===== src/rtl/game_pkg.sv =====
`default_nettype none
// ============================================================================
// Module  : game_pkg
// Purpose : Shared game types, HID keycodes and playfield geometry defaults.
// Rev     : 1.0  initial release
// ============================================================================
package game_pkg;

    typedef enum logic [1:0] {
        RESTART = 2'd0,
        PLAY    = 2'd1,
        WIN     = 2'd2,
        DEAD    = 2'd3
    } game_state_t;

    localparam logic [7:0] KEY_W = 8'h1A;
    localparam logic [7:0] KEY_A = 8'h04;
    localparam logic [7:0] KEY_D = 8'h07;
    localparam logic [7:0] KEY_R = 8'h15;

    localparam logic [9:0] DEF_GOAL_X0 = 10'd440;
    localparam logic [9:0] DEF_GOAL_X1 = 10'd460;
    localparam logic [9:0] DEF_GOAL_Y0 = 10'd254;
    localparam logic [9:0] DEF_GOAL_Y1 = 10'd274;
    localparam logic [9:0] DEF_FALL_Y  = 10'd340;

    // Inclusive rectangle test on a sprite's top-left corner.
    function automatic logic in_rect(
        input logic [9:0] x,
        input logic [9:0] y,
        input logic [9:0] x0,
        input logic [9:0] x1,
        input logic [9:0] y0,
        input logic [9:0] y1
    );
        return (x >= x0) && (x <= x1) && (y >= y0) && (y <= y1);
    endfunction

endpackage
`default_nettype wire


===== src/rtl/frame_tick_sync.sv =====
`default_nettype none
// ============================================================================
// Module  : frame_tick_sync
// Purpose : Brings frame_clk into the clk domain and emits a one-cycle tick
//           per rising edge.
// Rev     : 1.0  initial release
// ============================================================================
module frame_tick_sync (
    input  logic clk,
    input  logic rst_n,
    input  logic frame_clk,
    output logic tick
);

    logic meta;
    logic sync;
    logic sync_d;

    always_ff @(posedge clk or negedge rst_n) begin
        if (!rst_n) begin
            meta   <= 1'b0;
            sync   <= 1'b0;
            sync_d <= 1'b0;
        end else begin
            meta   <= frame_clk;
            sync   <= meta;
            sync_d <= sync;
        end
    end

    assign tick = sync & ~sync_d;

endmodule
`default_nettype wire


===== src/rtl/game_state_ctrl.sv =====
`default_nettype none
// ============================================================================
// Module  : game_state_ctrl
// Purpose : Round outcome FSM (restart/play/win/dead) with HUD round timer.
//           Optional lives/respawn support under GAME_STATE_LIVES_EN.
// Rev     : 1.0  initial release
// ============================================================================
module game_state_ctrl
    import game_pkg::*;
#(
    parameter logic [9:0] GOAL_X0        = DEF_GOAL_X0,
    parameter logic [9:0] GOAL_X1        = DEF_GOAL_X1,
    parameter logic [9:0] GOAL_Y0        = DEF_GOAL_Y0,
    parameter logic [9:0] GOAL_Y1        = DEF_GOAL_Y1,
    parameter logic [9:0] FALL_Y         = DEF_FALL_Y,
    parameter logic [1:0] HAZ_FRAMES     = 2'd3,
    parameter logic [5:0] FRAMES_PER_SEC = 6'd60,
    parameter logic [1:0] LIVES_INIT     = 2'd3
) (
    input  logic        clk_125MHz,
    input  logic        Reset_n,
    input  logic        frame_clk,
    input  logic [9:0]  ManX,
    input  logic [9:0]  ManY,
    input  logic [15:0] keycode,
    output logic        Win,
    output logic        Dead,
    output logic        Man_Reset,
    output logic [9:0]  Time_Sec,
    output logic [1:0]  Lives
);

    logic tick;

    frame_tick_sync u_tick (
        .clk       (clk_125MHz),
        .rst_n     (Reset_n),
        .frame_clk (frame_clk),
        .tick      (tick)
    );

    game_state_t state;
    game_state_t state_nxt;
    logic        rst_cnt;
    logic        rst_cnt_nxt;
    logic [1:0]  haz_cnt;
    logic [1:0]  haz_nxt;
    logic [1:0]  haz_inc;
    logic [5:0]  div_cnt;
    logic [5:0]  div_nxt;
    logic [9:0]  sec_cnt;
    logic [9:0]  sec_nxt;
    logic        rearm;
    logic        rearm_nxt;
    logic        clr_timer;
    logic        hazard;
    logic        goal;
    logic        key_r;
    logic        death;
    logic        restart;

    assign hazard  = (ManY >= FALL_Y);
    assign goal    = in_rect(ManX, ManY, GOAL_X0, GOAL_X1, GOAL_Y0, GOAL_Y1);
    assign key_r   = (keycode[7:0] == KEY_R) || (keycode[15:8] == KEY_R);
    assign haz_inc = (haz_cnt == 2'd3) ? 2'd3 : haz_cnt + 2'd1;
    assign death   = hazard && (haz_inc >= HAZ_FRAMES);
    assign restart = key_r && rearm;

`ifdef GAME_STATE_LIVES_EN
    logic [1:0] lives;
    logic [1:0] lives_nxt;
    assign Lives = lives;
`else
    assign Lives = LIVES_INIT;
`endif

    always_comb begin
        state_nxt   = state;
        rst_cnt_nxt = rst_cnt;
        haz_nxt     = haz_cnt;
        div_nxt     = div_cnt;
        sec_nxt     = sec_cnt;
        rearm_nxt   = rearm;
        clr_timer   = 1'b0;
`ifdef GAME_STATE_LIVES_EN
        lives_nxt   = lives;
`endif
        if (tick) begin
            if ((state != RESTART) && !key_r) begin
                rearm_nxt = 1'b1;
            end
            case (state)
                RESTART: begin
                    // Second tick after entry ends the restart window.
                    if (rst_cnt) begin
                        state_nxt   = PLAY;
                        rst_cnt_nxt = 1'b0;
                    end else begin
                        rst_cnt_nxt = 1'b1;
                    end
                end
                PLAY: begin
                    haz_nxt = hazard ? haz_inc : 2'd0;
                    if (div_cnt == FRAMES_PER_SEC - 6'd1) begin
                        div_nxt = 6'd0;
                        if (sec_cnt != 10'd999) begin
                            sec_nxt = sec_cnt + 10'd1;
                        end
                    end else begin
                        div_nxt = div_cnt + 6'd1;
                    end
                    if (goal) begin
                        state_nxt = WIN;
                    end else if (death) begin
`ifdef GAME_STATE_LIVES_EN
                        if (lives > 2'd1) begin
                            lives_nxt = lives - 2'd1;
                            state_nxt = RESTART;
                        end else begin
                            lives_nxt = 2'd0;
                            state_nxt = DEAD;
                        end
`else
                        state_nxt = DEAD;
`endif
                    end else if (restart) begin
                        state_nxt = RESTART;
                        clr_timer = 1'b1;
                    end
                end
                WIN, DEAD: begin
                    if (restart) begin
                        state_nxt = RESTART;
                        clr_timer = 1'b1;
`ifdef GAME_STATE_LIVES_EN
                        lives_nxt = LIVES_INIT;
`endif
                    end
                end
                default: begin
                    state_nxt = RESTART;
                end
            endcase
        end
        if (clr_timer) begin
            div_nxt = 6'd0;
            sec_nxt = 10'd0;
        end
        if (state == RESTART) begin
            haz_nxt   = 2'd0;
            rearm_nxt = 1'b0;
        end
    end

    always_ff @(posedge clk_125MHz or negedge Reset_n) begin
        if (!Reset_n) begin
            state     <= RESTART;
            rst_cnt   <= 1'b0;
            haz_cnt   <= 2'd0;
            div_cnt   <= 6'd0;
            sec_cnt   <= 10'd0;
            rearm     <= 1'b0;
            Win       <= 1'b0;
            Dead      <= 1'b0;
            Man_Reset <= 1'b1;
`ifdef GAME_STATE_LIVES_EN
            lives     <= LIVES_INIT;
`endif
        end else begin
            state     <= state_nxt;
            rst_cnt   <= rst_cnt_nxt;
            haz_cnt   <= haz_nxt;
            div_cnt   <= div_nxt;
            sec_cnt   <= sec_nxt;
            rearm     <= rearm_nxt;
            Win       <= (state_nxt == WIN);
            Dead      <= (state_nxt == DEAD);
            Man_Reset <= (state_nxt == RESTART);
`ifdef GAME_STATE_LIVES_EN
            lives     <= lives_nxt;
`endif
        end
    end

    assign Time_Sec = sec_cnt;

endmodule
`default_nettype wire


===== config.mk =====
export PLATFORM = sky130hd
export DESIGN_NAME = game_state_ctrl
export DESIGN_NICKNAME = d
export VERILOG_FILES = /design/src/rtl/game_pkg.sv /design/src/rtl/frame_tick_sync.sv /design/src/rtl/game_state_ctrl.sv
export SDC_FILE = /design/constraint.sdc
export NUM_CORES = 1
export LEC_CHECK = 0
export CORE_MARGIN = 2
export CORE_UTILIZATION = 40
export DETAILED_ROUTE_END_ITERATION = 8
export HOLD_SLACK_MARGIN = 0.08
export PLACE_DENSITY = 0.71
export RECOVER_POWER = 100
export REMOVE_ABC_BUFFERS = 1
export SETUP_SLACK_MARGIN = 0.1
export SYNTH_ARGS = -nofsm -noshare
export SYNTH_HDL_FRONTEND = slang
export SYNTH_HIERARCHICAL = 1
export SYNTH_SLANG_ARGS = --single-unit

===== constraint.sdc =====
create_clock -name clk_125MHz -period 3.98 [get_ports clk_125MHz]
set_input_delay 0.398 -clock clk_125MHz [delete_from_list [all_inputs] [get_ports clk_125MHz]]
set_output_delay 0.398 -clock clk_125MHz [all_outputs]
set_load 0.02 [all_outputs]

==> flow_metrics.tcl <==
set metrics [dict create \
    overflow 0 \
    critical-path-max-stage-delay_ns 0.53 \
    cp-end-kind "register" \
    clock_latency_ns 0.27 \
    status "completed" \
    rrSetupSlack_ns 1.48 \
    final_util 0.5539 \
    viasPerCell 5.222 \
    fmax_mhz 365.7 \
    gp_congestion 0.7419 \
    cts_tree "done" \
    slew_viol_final 0 \
    dp_hpwl_mm 2.634 \
    grt_max_degree 29 \
    final_nets 262 \
    io-pin-count 54 \
    placed_cell_area_mm2 0.002186 \
    ant_nets 0 \
    whs_ns 0.3576 \
    antenna_found_initial 0 \
    post_drt_wl_per_cell_um 12.54 \
    post_cts_buffers 0 \
    min-delay-start "u_tick/meta" \
    port_buffers 51 \
    ys_seq_elements 28 \
    fp-row-count 23 \
    grt_pass1_wl_mm 5.878 \
    synthArstFlopShare 1.000 \
    min_path_type "reg2reg" \
    grt_pass1_vias 1333 \
    dr.pass1.iters 4 \
    startpoint_type "primary input" \
    drt_iter0_drc 116 \
    setup-tns-final_ns 0 \
    start_util 0.4124 \
    core_mm2 0.003971 \
    r2r-start "u_tick/sync" \
    htreeDepth 1 \
    arrival_ns 2.88 \
    cts_resized 0 \
    cts_hold_buf 0 \
    crit_fanout 10 \
    crit_chain "dlygate4sd3_1 > nor4b_1 > nand2_1 > a21oi_1 > o21ai_0 > nor4_1 > xnor2_1 > nor2_1" \
    setup_viol 0 \
    syn_inst 168 \
    mostFrequentLayoutCells "clkdlybuf4s50_1, dfrtp_1, nand2_1, nor2_1, dlygate4sd3_1" \
    cts.sinks 28 \
    hold_end "u_tick/sync" \
    relSlewSlack 0.02158 \
    clock_path_buffers 2 \
    power_leakage_uw 0.0008966 \
    synth_flop_cell "dfrtp_1" \
    root_buffer "clkbuf_8" \
    die_height_um 67.99 \
    antenna_cells 0 \
    grt_setup_unrepaired "false" \
    r2r_end "Time_Sec[7]" \
    powerDensity_mw_per_mm2 402.1 \
    synth_warnings 6 \
    drt-total-wl_mm 3.386 \
    min_path_cells 0 \
    die_area_mm2 0.004623 \
    hold_viol_final 0 \
    maxCapViolCount 0 \
    layout_commonest_cell "clkdlybuf4s50_1" \
    syn_area_mm2 0.001638 \
    worst_slew_pin_slew_ns 1.468 \
    synthToLayoutAreaGrowth_pct 34.30 \
    critPathKind "in2reg" \
    cp_top_family "simple AND/OR/NAND/NOR gates" \
    finClkSkew_ns 0.008953 \
    cp_num_buf_inv 1 \
    design_area_mm2 0.002200 \
    r2r_cells 7 \
    numCtsBuffers 3 \
    path_clk_slew_ns 0.08 \
    vdd_ir_drop_max_mv 0.3014 \
    synth_edf_count 0 \
    slowest_stage "dlygate4sd3_1" \
    syn_area_per_cell_um2 9.749 \
    fin_crit_sh 0.6871 \
    grt_util_all_layers 0.1650 \
    num_vias 1410 \
    yosysUniqueCellTypes 48 \
    min_period_ns 2.735 \
    remaining_drc_errors 0 \
    critPathRequiredTime_ns 4.12 \
    drive_above_1_share 0.07727 \
    fp.dieW_um 67.99 \
    synth-seq-area-share 0.4286 \
]
-- routing by layer --
metal	routed length, um	global-route usage	part of all wire	vias to the layer above
met5	0	0	0	-
met2	1715	0.2731	0.51	24
met4	27	0.03500	0.0080	0
met3	126	0.03783	0.037	2
met1	1516	0.2208	0.45	666
li1	-	-	-	718
-- synth_stat cells, types with 2 or more instances --
library cell | number | area (um^2)
nor3_1 | 4 | 20.02
and2_1 | 2 | 12.51
nand2b_1 | 2 | 12.51
nand4_1 | 2 | 12.51
buf_4 | 2 | 15.01
or3_1 | 3 | 18.77
nor4_2 | 3 | 37.54
buf_2 | 2 | 10.01
inv_1 | 3 | 11.26
nand2_1 | 17 | 63.81
dfrtp_1 | 27 | 675.7
a21o_1 | 4 | 30.03
a21oi_1 | 5 | 25.02
ha_1 | 2 | 25.02
xor2_1 | 2 | 17.52
nor3_2 | 3 | 30.03
nor4b_2 | 2 | 30.03
nor2_1 | 16 | 60.06
a22o_1 | 4 | 35.03
nand3_1 | 12 | 60.06
xnor2_1 | 7 | 61.31
nor4bb_1 | 4 | 40.04
nor4_1 | 5 | 31.28
o21ai_0 | 10 | 50.05
a21oi_2 | 2 | 17.52
-- sequential cells by signal (all words and copies together) (netlist names) --
register       flops
Dead               1
Man_Reset          1
Time_Sec          10
Win                1
div_cnt            6
haz_cnt            2
rearm              1
rst_cnt            1
state              2
u_tick/meta        1
u_tick/sync        1
u_tick/sync_d      1
-- power breakdown --
group / internal (uW) / switching, uW / total, uW / leakage [uW]
Sequential: 354 / 75.2 / 429 / 0.000344
Clock: 88.5 / 84.1 / 173 / 0.0000288
Combinational: 150 / 133 / 283 / 0.000523
-- worst max path at each step --
stage | startpoint | to | slack (ns) | depth (start not counted)
after floorplan | keycode[1] | div_cnt[4] | 2.07 | 7
after global placement | keycode[10] | div_cnt[4] | 1.43 | 8
after detailed placement | keycode[2] | div_cnt[4] | 1.36 | 8
after CTS | keycode[2] | div_cnt[4] | 1.67 | 8
after global routing | keycode[5] | Time_Sec[7] | 0.75 | 8
final | keycode[5] | Time_Sec[7] | 1.25 | 8
-- cell type report --
| type | count | area (um^2) |
|---|---|---|
| multi-input combinational | 133 | 854.6 |
| timing repair buffer | 52 | 514.2 |
| sequential | 28 | 701.9 |
| tap | 50 | 62.56 |
| clock buffer | 4 | 55.05 |
| fill | 367 | 1772 |
| inverter | 3 | 11.26 |
-- metrics by stage --
| step | power, uW | worst slack [ns] | std cells |
|---|---|---|---|
| 2_1_floorplan | 604.2 | 2.069 | 164 |
| 3_3_place_gp | 729.2 | 1.434 | 266 |
| 3_5_place_dp | 733.5 | 1.365 | 266 |
| 4_1_cts | 911.4 | 1.665 | 270 |
| 5_1_grt | 953.9 | 0.7472 | 270 |
| 6_report | 884.5 | 1.245 | 270 |
-- kinds of logic (layout without fill, tap and decap cells) --
group           count (synthesis)  after routing  synth area share
compound gates                 36             36            0.1574
other cells                     1              2          0.002290
simple gates                   83             83            0.3132
flops                          28             28            0.4286
xor+xnor                        9              9           0.04813
fa+ha+maj                       2              2           0.01528
mux                             1              1          0.006112
buf+inv                         8             59           0.02903
Note: power is estimated with default switching activity, not from simulation.
